### src/rtl/egd_bitstream_sequencer.sv
// egd_bitstream_sequencer
// Bridges firmware-driven LA control pins to the H.264 decoder core.
// Bitstream words arrive one per toggle of la_ctrl_i[0], are buffered in a
// small FIFO, and are streamed to the decoder over valid/ready while a decode
// run (la_ctrl_i[1] held high) is active. A run-control FSM issues start/abort
// pulses and tracks completed frames and sticky error/overflow flags.
module egd_bitstream_sequencer #(
  parameter int DEPTH = 8,
  parameter int AW    = 3
) (
  input  logic        wb_clk_i,
  input  logic        wb_rst_i,
  input  logic [15:0] la_word_i,
  input  logic [1:0]  la_ctrl_i,
  output logic [15:0] bs_data_o,
  output logic        bs_valid_o,
  input  logic        bs_ready_i,
  output logic        dec_start_o,
  output logic        dec_abort_o,
  input  logic        dec_done_i,
  input  logic        dec_err_i,
  output logic [7:0]  frame_cnt_o,
  output logic [2:0]  state_o,
  output logic [3:0]  fifo_lvl_o,
  output logic [1:0]  flags_o
);

  typedef enum logic [2:0] {
    S_IDLE   = 3'd0,
    S_START  = 3'd1,
    S_STREAM = 3'd2,
    S_DONE   = 3'd3,
    S_ABORT  = 3'd4
  } state_t;

  localparam logic [3:0] LVL_FULL = 4'(DEPTH);

  state_t        r_state;
  logic          r_tog_q;
  logic          r_run_q;
  logic [15:0]   r_mem [DEPTH];
  logic [AW-1:0] r_wptr;
  logic [AW-1:0] r_rptr;
  logic [3:0]    r_lvl;
  logic          r_start;
  logic          r_abort;
  logic [7:0]    r_frame;
  logic [1:0]    r_flags;

  logic w_push_req;
  logic w_push;
  logic w_pop;
  logic w_ovf;
  logic w_empty;
  logic w_full;
  logic w_rise;
  logic w_fall;
  logic w_accepting;

  // Either edge of the write toggle marks a new word from firmware.
  assign w_push_req  = la_ctrl_i[0] ^ r_tog_q;
  assign w_rise      = la_ctrl_i[1] & ~r_run_q;
  assign w_fall      = ~la_ctrl_i[1] & r_run_q;
  assign w_empty     = (r_lvl == 4'd0);
  assign w_full      = (r_lvl == LVL_FULL);
  // The ABORT cycle flushes the FIFO, so words written then are silently lost.
  assign w_accepting = (r_state != S_ABORT);
  assign w_pop       = bs_valid_o & bs_ready_i;
  // A full FIFO still takes a word when the head leaves in the same cycle.
  assign w_push      = w_push_req & w_accepting & (~w_full | w_pop);
  assign w_ovf       = w_push_req & w_accepting & w_full & ~w_pop;

  assign bs_valid_o  = (r_state == S_STREAM) & ~w_empty;
  assign bs_data_o   = r_mem[r_rptr];
  assign fifo_lvl_o  = r_lvl;
  assign state_o     = r_state;
  assign dec_start_o = r_start;
  assign dec_abort_o = r_abort;
  assign frame_cnt_o = r_frame;
  assign flags_o     = r_flags;

  // Capture toggle history and maintain FIFO storage, pointers and level.
  always_ff @(posedge wb_clk_i or posedge wb_rst_i) begin
    if (wb_rst_i) begin
      r_tog_q <= 1'b0;
      r_wptr  <= '0;
      r_rptr  <= '0;
      r_lvl   <= 4'd0;
      for (int i = 0; i < DEPTH; i++) begin
        r_mem[i] <= 16'h0000;
      end
    end else begin
      r_tog_q <= la_ctrl_i[0];
      if (r_state == S_ABORT) begin
        r_rptr <= r_wptr;
        r_lvl  <= 4'd0;
      end else begin
        if (w_push) begin
          r_mem[r_wptr] <= la_word_i;
          r_wptr        <= r_wptr + AW'(1);
        end
        if (w_pop) begin
          r_rptr <= r_rptr + AW'(1);
        end
        case ({w_push, w_pop})
          2'b10:   r_lvl <= r_lvl + 4'd1;
          2'b01:   r_lvl <= r_lvl - 4'd1;
          default: r_lvl <= r_lvl;
        endcase
      end
    end
  end

  // Run-control FSM with registered pulses, frame counter and sticky flags.
  always_ff @(posedge wb_clk_i or posedge wb_rst_i) begin
    if (wb_rst_i) begin
      r_state <= S_IDLE;
      r_run_q <= 1'b0;
      r_start <= 1'b0;
      r_abort <= 1'b0;
      r_frame <= 8'd0;
      r_flags <= 2'b00;
    end else begin
      r_run_q <= la_ctrl_i[1];
      r_start <= 1'b0;
      r_abort <= 1'b0;
      if (w_ovf) begin
        r_flags[0] <= 1'b1;
      end
      case (r_state)
        S_IDLE: begin
          if (w_rise) begin
            r_state <= S_START;
            r_start <= 1'b1;
            r_flags <= {1'b0, w_ovf};
          end
        end
        S_START: begin
          if (w_fall) begin
            r_state <= S_ABORT;
            r_abort <= 1'b1;
          end else begin
            r_state <= S_STREAM;
          end
        end
        S_STREAM: begin
          if (w_fall) begin
            r_state <= S_ABORT;
            r_abort <= 1'b1;
          end else if (dec_err_i) begin
            r_flags[1] <= 1'b1;
            if (dec_done_i) begin
              r_frame <= r_frame + 8'd1;
            end
            r_state <= S_DONE;
          end else if (dec_done_i) begin
            r_frame <= r_frame + 8'd1;
            r_state <= S_DONE;
          end
        end
        S_DONE: begin
          if (!la_ctrl_i[1]) begin
            r_state <= S_IDLE;
          end
        end
        S_ABORT: begin
          r_state <= S_IDLE;
        end
        default: begin
          r_state <= S_IDLE;
        end
      endcase
    end
  end

endmodule

### config.mk
export PLATFORM = sky130hd
export DESIGN_NAME = egd_bitstream_sequencer
export DESIGN_NICKNAME = d
export VERILOG_FILES = /design/src/rtl/egd_bitstream_sequencer.sv
export SDC_FILE = /design/constraint.sdc
export NUM_CORES = 1
export LEC_CHECK = 0
export ABC_AREA = 1
export BUFFER_PORTS_ARGS = -buffer_cell sky130_fd_sc_hd__buf_2
export CAP_MARGIN = 25
export CORE_ASPECT_RATIO = 0.75
export CORE_UTILIZATION = 35
export CTS_CLUSTER_DIAMETER = 100
export DETAILED_ROUTE_END_ITERATION = 8
export SLEW_MARGIN = 20
export SYNTH_ARGS = -nofsm -noshare
export SYNTH_HDL_FRONTEND = slang
export SYNTH_SLANG_ARGS = --single-unit
### constraint.sdc
create_clock -name wb_clk_i -period 6.7 [get_ports wb_clk_i]
set_input_delay 0.67 -clock wb_clk_i [delete_from_list [all_inputs] [get_ports wb_clk_i]]
set_output_delay 0.67 -clock wb_clk_i [all_outputs]
set_load 0.02 [all_outputs]
== After elaboration in Yosys (flattened, before gate mapping) ==
Index checks and enable logic that the tools add are counted.

* Register bits after elaboration: 155
* Output and inout bits: 36
* Logic and storage cells: 97

* Add/subtract/negate cells: 5
* $lt $le $gt $ge: 3
* Equal/unequal tests: 13
* Mux-type cells: 27
* Bitwise gates (word level): 19
* Reductions and logical operators: 11

{| class="wikitable"
|+ Operators with widths
! operator !! count
|-
| 128-bit bitwise mux || 1
|-
| 16-bit binary-select mux with 3-bit select || 1
|-
| 16-bit demux with 3-bit select || 1
|-
| 16-bit 2-to-1 mux || 3
|-
| 3-bit 2-to-1 mux || 8
|-
| 3-bit case mux with 4 select lines || 1
|-
| 8-bit by 1-bit adder with 8-bit output, second input constant || 1
|-
| 1-bit AND || 8
|-
| 4-bit >= comparator, second input constant || 2
|-
| 1-bit 2-to-1 mux || 8
|-
| 2-bit != test, second input constant || 4
|-
| 3-bit inverter with 4-bit output || 2
|-
| 4-bit case mux with 2 select lines || 1
|-
| 1-bit inverter || 7
|-
| 3-bit by 1-bit adder with 3-bit output, second input constant || 2
|-
| 3-bit by 2-bit equality test with 1-bit output, second input constant || 2
|-
| 3-bit AND reduction || 2
|-
| 4-bit by 1-bit adder with 4-bit output, second input constant || 1
|-
| 4-bit equality test, second input constant || 1
|-
| 4-bit logical NOT || 1
|-
| 4-bit by 1-bit less-than comparator with 1-bit output, second input constant || 1
|-
| 4-bit 2-to-1 mux || 1
|-
| 4-bit != test, second input constant || 1
|-
| 4-bit AND reduction || 1
|-
| other kinds (16) || 17
|}

== Logic depth before layout (Yosys ltp) ==
Gate-level depths: netlist of run 1.

* Depth after elaboration: 9
* Depth in mapped cells: 13
* Mapped depth without buffers: 13

== Least setup slack after synthesis of run 1 ==
No wires, ideal clock.

* Path type: register -> output
* Start point: reg r_rptr[0]
* End point: out bs_data_o[14]
* Data arrival time: 1616 ps
* Slack: 4414 ps
* Stages on the path, launching flop included: 8
* Path buffers: 2
* Cell sequence: dfrtp_1 > inv_1 > clkbuf_1 > clkbuf_1 > o21ai_0 > o22ai_1 > nor2_1 > a31oi_1

* Word-level cells in the longest chain between the ends: 4

{| class="wikitable"
|+ RTL lines
! item !! RTL line !! text
|-
| start, declared || 43 || <nowiki>logic [AW-1:0] r_rptr;</nowiki>
|-
| start signal, assigned || 95 || <nowiki>r_rptr <= r_wptr;</nowiki>
|-
| start signal, assigned || 103 || <nowiki>r_rptr <= r_rptr + AW'(1);</nowiki>
|-
| 3-bit inverter with 4-bit output (implied by the code) || 74 || <nowiki>assign bs_data_o = r_mem[r_rptr];</nowiki>
|-
| 16-bit binary-select mux with 3-bit select || 74 ||
|-
| 16-bit 2-to-1 mux (implied by the code) (2 in series) || 74 ||
|-
| end, declared || 15 || <nowiki>output logic [15:0] bs_data_o,</nowiki>
|}

No other way between the ends. The select of a mux whose other input is x is not followed.

== Worst setup path in the final report of run 1 ==
* Start point: reg r_rptr[0]
* End point: out bs_data_o[10]

The elaborated chain is that of the path after synthesis.

==> out/results.tsv, run 1 <==
metric	value	unit
Sw Ratio	0.4156	
crit path max fanout	67	
Antenna diodes	0	
Routed Wire Length	17840	um
crit end category	primary output	
Clock Skew	12.95	ps
DRT Pass-1 Iters	5	
Highest Clock Rate	309.7	MHz
Worst setup SP type	register	
PwrDens	533.2	mW/mm^2
Reg2Reg Setup Slack	4440	ps
most common cell after layout, fill and taps aside	nand2_1	
Clk pwr share	0.235	
Vias/cell	4.902	
YS warnings	0	
P&R area growth vs syn	13.65	%
# DRC	0	
Gate Count Post-Synth	828	
Num CTS Buffers	17	
DRT antenna net count	0	
Placer Congestion	0.7771	
sequential share of power	0.358	
Worst R2R Path Depth	11	
DRT iter0 DRCs	482	
die area	0.02162	sq mm
area of the multi-input gates	0.002944	sq mm
Comb pwr share	0.408	
GRT Util Overall	0.1774	
arrival time at the worst endpoint	2560	ps
htree depth	4	
post-CTS setup buffers	0	
min-delay src	la_ctrl_i[0]	
chip width	169.5	um
pins over their slew limit	0	
switching pwr	1854	uW
gr ovfl total	0	
Synth Area per Inst	8.891	sq um
row count	45	
effective utilization at floorplan	0.3602	
CTS tree	yes	
initial antenna violation count	0	
HP Class	input pin to register	
PortBufs	58	
static leakage power	0.003960	uW
area share of the largest cell type after synthesis	0.5269	
post-synth top area cell	dfrtp_1	
Max-cap violations	0	
critical path class	register to primary output	
sequential share of the synthesized area	0.5269	
commonest non-fill, non-tap cells in the layout	nand2_1 (163), dfrtp_1 (154), nor2_1 (127)	
Required @ worst endpoint	6030	ps
layout cells sized above 1	0.1653	
post-route cell area	0.008367	sq mm
run status	completed	
Worst Tran Pin Value	891.0	ps
Final #Nets	892	
vias in the first global route	5431	
Setup crit end	bs_data_o[10]	
RR Endpoint	r_mem[59]	
post-cts sizing count	0	
clock tree root buffer cell	clkbuf_16	
Hold Violations, Final	0	
core area	0.02044	sq mm
clock buffer depth	2	
CTS clk-pin slew, worst paths	70	ps
Seq. cell area	0.003880	sq mm
final worst path period share	0.4820	
HPWL Detailed	10520	um
clk_lat worst skew	430	ps
min Tclk post-route	3229	ps
Fillers	2030	
Yosys reg bits	155	
first-pass GRT wire length	29690	um
largest net degree at the start of global routing	99	
internal power	2607	uW
RSZ-0062 raised after global routing	no	
Worst R2R Start	state_o[2]	
io pins	59	
syn_nets	856	
crit path launch	r_rptr[0]	
synth top area cells	dfrtp_1 (53%), nand2_1 (8.3%), nor2_1 (6.5%), o21ai_1 (6.2%), o21ai_0 (6.0%)	
Worst IR Drop VDD	0.2088	mV
Post-DP Area	0.007692	sq mm
final count of negative-setup-slack endpoints	0	
via count	5681	
routed wire length per instance	15.39	um
slew margin rel.	0.4060	
CTS sink count	155	
Mapped Area	0.007362	sq mm
Post-CTS Hold Buffers	0	
Total Neg Setup Slack	0	ps
library cells used by synthesis	35	
Fin Hold WS	391.9	ps
die height	127.6	um
## synth_stat cells (all sizes together)
| cell type | n |
|---|---|
| o21ai | 201 |
| nand2 | 167 |
| dfrtp | 155 |
| nor2 | 132 |
| inv | 48 |
| buf | 25 |
| clkbuf | 23 |
| a31oi | 16 |
| o22ai | 16 |
| nand3 | 11 |
| xor2 | 11 |
| nand4 | 9 |
| ha | 5 |
| nor3 | 2 |
| o221ai | 2 |
| o31ai | 2 |
| a21oi | 1 |
| a221oi | 1 |
| xnor2 | 1 |
## power groups by stage
stage | registers, uW | logic [uW] | clock network [uW]
final | 1600 | 1820 | 1050
after floorplan | 1590 | 1370 | 0
after global placement | 1600 | 1780 | 0
after CTS | 1590 | 1820 | 1060
after global routing | 1640 | 2060 | 1100
after detailed placement | 1600 | 1820 | 0
## layer usage
| metal | vias to the layer above | GRT usage | wire length (um) |
|---|---|---|---|
| met2 | 125 | 0.2660 | 7829 |
| met4 | 0 | 0.05617 | 192 |
| met3 | 15 | 0.03377 | 754 |
| met5 | - | 0 | 0 |
| li1 | 2823 | - | - |
| met1 | 2718 | 0.2579 | 9063 |
## logic make-up (layout without fill, tap and decap cells)
kind of cell	after synthesis	count (layout)	synth area share
simple gates	321	321	0.1958
compound gates	239	239	0.1813
flops	155	155	0.5269
buf+inv	96	145	0.07325
xor+xnor	12	12	0.01428
fa+ha+maj	5	5	0.008498
## cell type report
cell class,instances,area share
inverters,48,0.02243
clock inverters,13,0.02228
flip-flops and latches,155,0.4637
multi-input cells,577,0.3519
repair buffers,65,0.04337
well taps,282,0.04217
clock buffers,19,0.05413
## how the worst min path moves through the flow
stage,endpoint,slack (ps),cells after the start
after floorplan,r_mem[75],450,2
after global placement,frame_cnt_o[7],460,1
after detailed placement,r_mem[38],460,2
after CTS,r_tog_q,380,1
after global routing,r_tog_q,370,1
final,r_tog_q,390,1
## critical path, cell delays in order, from the launching register on
cell     delay [ps]
dfrtp_2         340
buf_4           570
inv_2           290
buf_12          270
o21ai_0         160
o22ai_1          80
nor2_1          110
a31oi_1          70
buf_2           190
## stage by stage
| stage | setup WS (ps) | utilization | power [uW] | std cells |
|---|---|---|---|---|
| after CTS | 3138 | 0.4077 | 4472 | 1157 |
| after floorplan | 1852 | - | 2958 | 828 |
| final | 3471 | 0.4094 | 4461 | 1159 |
| after detailed placement | 3611 | 0.3764 | 3413 | 1125 |
| after global routing | 3236 | 0.4094 | 4809 | 1159 |
| after global placement | 3608 | 0.3764 | 3384 | 1125 |
## state kept, by name, indices dropped and copies added (netlist names)
register     cells
r_mem          128
flags_o          2
dec_start_o      1
r_run_q          1
r_rptr           3
fifo_lvl_o       4
frame_cnt_o      8
state_o          3
dec_abort_o      1
r_wptr           3
r_tog_q          1
(Power assumes the default switching activity.)
==> run 2: changes to the inputs <==
==> constraint.sdc (replaced) <==
create_clock -name wb_clk_i -period 2.6 [get_ports wb_clk_i]
set_input_delay 0.26 -clock wb_clk_i [delete_from_list [all_inputs] [get_ports wb_clk_i]]
set_output_delay 0.26 -clock wb_clk_i [all_outputs]
set_load 0.02 [all_outputs]
==> out/results.tsv, run 2 (synthesis gave the netlist of run 1 again) <==
metric	value	unit	change
slowest cell on the critical path	a31oi_1		
final worst path period share	0.9539		
# DRC	0		unchanged
largest net degree at the start of global routing	79		-20%
DRT iter0 DRCs	399		-17%
WP buf/inv	2		-2
io pins	59		unchanged
Fin Hold WS	169.2	ps	-222.8 ps
crit end category	primary output		
PwrDens	1364	mW/mm^2	+160%
Hold Violations, Final	0		unchanged
CTS clk-pin slew, worst paths	60	ps	about the same
via count	5706		+0.44%
HP Class	input pin to register		
crit path max fanout	33		-51%
chip width	169.5	um	unchanged
Finished Layout Cells	1170		+0.95%
Final #Nets	903		+1.2%
CTS tree	yes		
max incr delay on CP	410	ps	-160 ps
layout cells sized above 1	0.1712		+0.005835
Sw Ratio	0.4139		-0.001690
row count	45		unchanged
post-CTS setup buffers	0		unchanged
min Tclk post-route	2480	ps	
post-cts sizing count	0		unchanged
final count of negative-setup-slack endpoints	0		unchanged
Routed Wire Length	18040	um	+1.1%
Total Neg Setup Slack	0	ps	unchanged
HPWL Detailed	11630	um	+11%
top cell family by delay on the critical path	compound AO/OA/AOI/OAI gates		
effective utilization at floorplan	0.3602		unchanged
RSZ-0062 raised after global routing	no		
Required @ worst endpoint	2340	ps	-3690 ps
vias in the first global route	5505		+1.4%
max reg flops	128		unchanged
initial antenna violation count	0		unchanged
Worst setup SP type	register		
min-delay src	bs_ready_i		
Reg with most FFs	r_mem		
DRT antenna net count	0		unchanged
slew margin rel.	0.6033		+0.1973
clk_lat worst skew	430	ps	about the same
PortBufs	58		unchanged
Clk pwr share	0.232		-0.003
Antenna diodes	0		unchanged
clock tree root buffer cell	clkbuf_16		
Worst R2R Start	state_o[2]		
switching pwr	4804	uW	+160%
DRT Pass-1 Iters	4		-1
Highest Clock Rate	403.2	MHz	
die area	0.02162	sq mm	unchanged
placed cell count	1135		+0.89%
gr ovfl total	0		unchanged
P&R area growth vs syn	15.64	%	
routed wire length per instance	15.42	um	+0.17%
Vias/cell	4.877		-0.50%
Placer Congestion	0.7804		+0.42%
CP cell instances	buf_4 > o21ai_0 > o22ai_1 > nor2_1 > a31oi_1 > buf_2		
Comb pwr share	0.414		+0.006
run status	completed		
crit path launch	r_rptr[1]		
arrival time at the worst endpoint	2220	ps	-340 ps
internal power	6803	uW	+160%
core area	0.02044	sq mm	unchanged
Worst Tran Pin Value	593.9	ps	-297.1 ps
die height	127.6	um	unchanged
clock buffer depth	2		unchanged
Num CTS Buffers	17		unchanged
Clock Skew	8.566	ps	-4.385 ps
static leakage power	0.004040	uW	+2.0%
most common cell after layout, fill and taps aside	nand2_1		
Worst IR Drop VDD	0.4942	mV	+140%
CTS sink count	155		unchanged
commonest non-fill, non-tap cells in the layout	nand2_1 (163), dfrtp_1 (154), nor2_1 (127)		
sequential share of power	0.354		-0.004
pins over their slew limit	0		unchanged
GRT Util Overall	0.1794		+0.002056
critical path class	register to primary output		
Max-cap violations	0		unchanged
htree depth	4		unchanged
first-pass GRT wire length	29970	um	+0.93%
==> run 2: cell count changes in the layout (fill, tap and decap cells not counted) <==
cell	delta
clkinv_4	+3
inv_6	-1
buf_12	+5
clkinv_2	-1
buf_8	-1
buf_4	+4
clkbuf_1	+1
clkinvlp_4	-2
dlygate4sd3_1	+3
==> run 2: power groups by stage <==
stage / clock [uW] / combinational [uW] / sequential, uW
finish: 2690 / 4810 / 4110
global route: 2850 / 5420 / 4250
CTS: 2750 / 4860 / 4100
detailed placement: 0 / 4850 / 4120
global placement: 0 / 4790 / 4110
floorplan: 0 / 3530 / 4100
==> run 2: layer usage <==
layer | global-route usage | wire length [um] | vias to the layer above
li1 | - | - | 2850
met1 | 0.2626 | 9263 | 2745
met2 | 0.2687 | 7895 | 94
met3 | 0.03501 | 647 | 17
met4 | 0.05140 | 232 | 0
met5 | 0 | 0 | -
==> run 2: path summary, 6_finish.rpt <==
kind / endpoint / slack, ps / depth (start not counted)
worst max register to register: r_mem[47] / 480 / 10
min in group asynchronous: frame_cnt_o[7] / 380 / 3
worst min-delay path: r_rptr[2] / 170 / 3
worst max-delay path: bs_data_o[14] / 120 / 6
worst min register to register: frame_cnt_o[7] / 460 / 1
max in group asynchronous: r_mem[73] / 1510 / 4
==> run 2: per-stage QoR <==
step,utilization,setup slack (ps),total power [uW],cell area [sq um]
floorplan,-,381.1,7623,7366
global placement,0.3837,520.7,8902,7841
detailed placement,0.3837,476.6,8972,7841
CTS,0.4165,127.6,11720,8513
global route,0.4165,4.050,12510,8513
finish,0.4165,119.8,11610,8513
==> run 2: what timing repair did <==
item / in CTS / in global routing
endpoints found under the hold margin: 14 / 0
hold buffers: 3 / 0
endpoints found under the setup margin: 0 / 0
==> run 2: area by class of cell <==
cell class / count / area (sq um)
Fill cell: 2036 / 11930
Sequential cell: 155 / 3880
Multi-Input combinational cell: 577 / 2944
Timing Repair Buffer: 76 / 508.0
Clock buffer: 20 / 456.7
Tap cell: 282 / 352.8
Inverter: 48 / 186.4
Clock inverter: 12 / 185.2
==> run 2: worst register-to-register path, delay by kind of cell, from the launching register on <==
family / cells / cell delay (ps)
AOI/OAI and AO/OA: 1 / 70
DFF: 1 / 400
and+or+nand+nor: 7 / 1240
buffers and inverters: 2 / 280
==> run 3: changes to the inputs <==
==> constraint.sdc (replaced) <==
create_clock -name wb_clk_i -period 3.2 [get_ports wb_clk_i]
set_input_delay 0.32 -clock wb_clk_i [delete_from_list [all_inputs] [get_ports wb_clk_i]]
set_output_delay 0.32 -clock wb_clk_i [all_outputs]
set_load 0.02 [all_outputs]
==> out/results.tsv, run 3 (synthesis gave the netlist of run 1 again) <==
metric	value	unit	change
critical path class	register to primary output		
die area	0.02162	sq mm	unchanged
DRT iter0 DRCs	468		+17%
GRT Util Overall	0.1758		-0.003593
crit end category	primary output		
gr ovfl total	0		unchanged
clock tree root buffer cell	clkbuf_16		
Worst IR Drop VDD	0.4425	mV	-10%
P&R area growth vs syn	14.58	%	
Hold Path Depth	1		-2
via count	5657		-0.86%
Highest Clock Rate	371.9	MHz	
CTS clk-pin slew, worst paths	60	ps	about the same
commonest non-fill, non-tap cells in the layout	nand2_1 (163), dfrtp_1 (154), nor2_1 (127)		
DRT Pass-1 Iters	5		+1
io pins	59		unchanged
effective utilization at floorplan	0.3602		unchanged
Antenna diodes	0		unchanged
# DRC	0		unchanged
initial antenna violation count	0		unchanged
Seq. cell area	0.003880	sq mm	unchanged
crit path max fanout	26		-21%
RSZ-0062 raised after global routing	no		
Max-cap violations	0		unchanged
Placer Congestion	0.7898		+1.2%
HPWL Detailed	11170	um	-3.9%
routed wire length per instance	15.24	um	-1.1%
chip width	169.5	um	unchanged
pins over their slew limit	0		unchanged
HP Class	input pin to register		
Worst R2R Start	state_o[2]		
Finished Layout Cells	1167		-0.26%
min Tclk post-route	2689	ps	
PwrDens	1106	mW/mm^2	-19%
crit path launch	r_rptr[0]		
PortBufs	58		unchanged
Worst setup SP type	register		
Total Neg Setup Slack	0	ps	unchanged
placed cell count	1133		-0.18%
static leakage power	0.004005	uW	-0.85%
Reg2Reg Setup Slack	980	ps	+500 ps
clock buffer depth	2		unchanged
vias in the first global route	5310		-3.5%
Fillers	2000		-1.8%
DRT antenna net count	0		unchanged
Hold Violations, Final	0		unchanged
Worst Tran Pin Value	657.1	ps	+63.18 ps
Reg with most FFs	r_mem		
layout cells sized above 1	0.1695		-0.001680
slew margin rel.	0.5611		-0.04220
clk_lat worst skew	420	ps	about the same
CTS sink count	155		unchanged
Required @ worst endpoint	2880	ps	+540 ps
Routed Wire Length	17790	um	-1.4%
area of the multi-input gates	0.002944	sq mm	unchanged
min-delay src	la_ctrl_i[0]		
post-cts sizing count	0		unchanged
max reg flops	128		unchanged
Clock Skew	13.34	ps	+4.776 ps
core area	0.02044	sq mm	unchanged
largest net degree at the start of global routing	53		-33%
CTS tree	yes		
Worst R2R Path Depth	10		unchanged
M3 GR Usage	0.04027		+0.005266
run status	completed		
top cell family by delay on the critical path	buffers and inverters		
most common cell after layout, fill and taps aside	nand2_1		
final count of negative-setup-slack endpoints	0		unchanged
RR Endpoint	r_mem[14]		
hold worst-path end	r_tog_q		
arrival time at the worst endpoint	2370	ps	+150 ps
htree depth	4		unchanged
die height	127.6	um	unchanged
met1 global-route usage	0.2613		-0.001343
WP buf/inv	3		+1
Final #Nets	900		-0.33%
met2 Use GR	0.2537		-0.01501
CP cell instances	inv_2 > buf_4 > o21ai_0 > o22ai_1 > nor2_1 > a31oi_1 > buf_2		
max incr delay on CP	540	ps	+130 ps
row count	45		unchanged
final worst path period share	0.8403		
Vias/cell	4.847		-0.60%
Num CTS Buffers	17		unchanged
slowest cell on the critical path	dfrtp_2		
GRT busiest layer	met1		
first-pass GRT wire length	29140	um	-2.8%
[run 3: changes by cell type in the layout (fill, tap and decap cells not counted)]
| cell | previous run | this run |
|---|---|---|
| dlygate4sd3_1 | 3 | 1 |
| clkinv_2 | 1 | 3 |
| clkbuf_8 | 2 | 3 |
| inv_6 | 3 | 2 |
| buf_4 | 9 | 12 |
| buf_12 | 6 | 1 |
| clkbuf_1 | 1 | 2 |
| buf_16 | 0 | 1 |
| clkinv_4 | 3 | 0 |
[run 3: report_power, final]
group / switching (uW) / internal [uW]
clock: 808 / 1370
sequential: 580 / 2800
combinational: 2460 / 1310
total: 3850 / 5480
[run 3: worst max-delay path by stage]
stage,endpoint,slack (ps),cells after the start
2_1_floorplan,dec_abort_o,920,1
3_3_place_gp,bs_data_o[2],920,7
3_5_place_dp,bs_data_o[2],900,7
4_1_cts,bs_data_o[2],440,7
5_1_grt,bs_data_o[4],290,7
6_report,bs_data_o[2],510,7
[run 3: timing repair]
action / 4_1_cts / 5_1_grt
buffers inserted: 0 / 0
hold endpoints to repair: 0 / 15
setup endpoints to repair: 0 / 0
hold buffers: 0 / 1
[run 3: worst reg2reg max path, stage by stage, from the launching register on]
cell and delay (ps):
dfrtp_1 400, inv_2 100, nand2_2 70, nor2_4 150, nand3_4 130, nand3_4 100
nand2_4 70, inv_4 190, nand4_4 540, nand2_1 250, o21ai_2 80
[run 3: final cells by class]
cell class                 count  area share
clock buffer                  22     0.05621
inverter                      48     0.02210
tap                          282     0.04183
clock inverter                10     0.01899
sequential                   155      0.4600
timing repair buffer          73     0.05191
multi-input combinational    577      0.3490
[run 3: through the flow]
stage	util	worst slack, ps	cell area (sq um)	power (uW)	hold slack (ps)
2_1_floorplan	-	921.1	7366	6194	351.4
3_3_place_gp	0.3799	915.7	7764	7126	455.2
3_5_place_dp	0.3799	902.6	7764	7181	460.3
4_1_cts	0.4109	438.3	8398	9398	15.55
5_1_grt	0.4127	292.7	8436	10050	21.85
6_report	0.4127	511.2	8436	9330	31.54
[run 3: per-layer routing]
| layer | routed length, um | part of all wire |
|---|---|---|
| met2 | 7588 | 0.43 |
| met1 | 9311 | 0.52 |
| met3 | 640 | 0.036 |
| met5 | 0 | 0 |
| met4 | 250 | 0.014 |
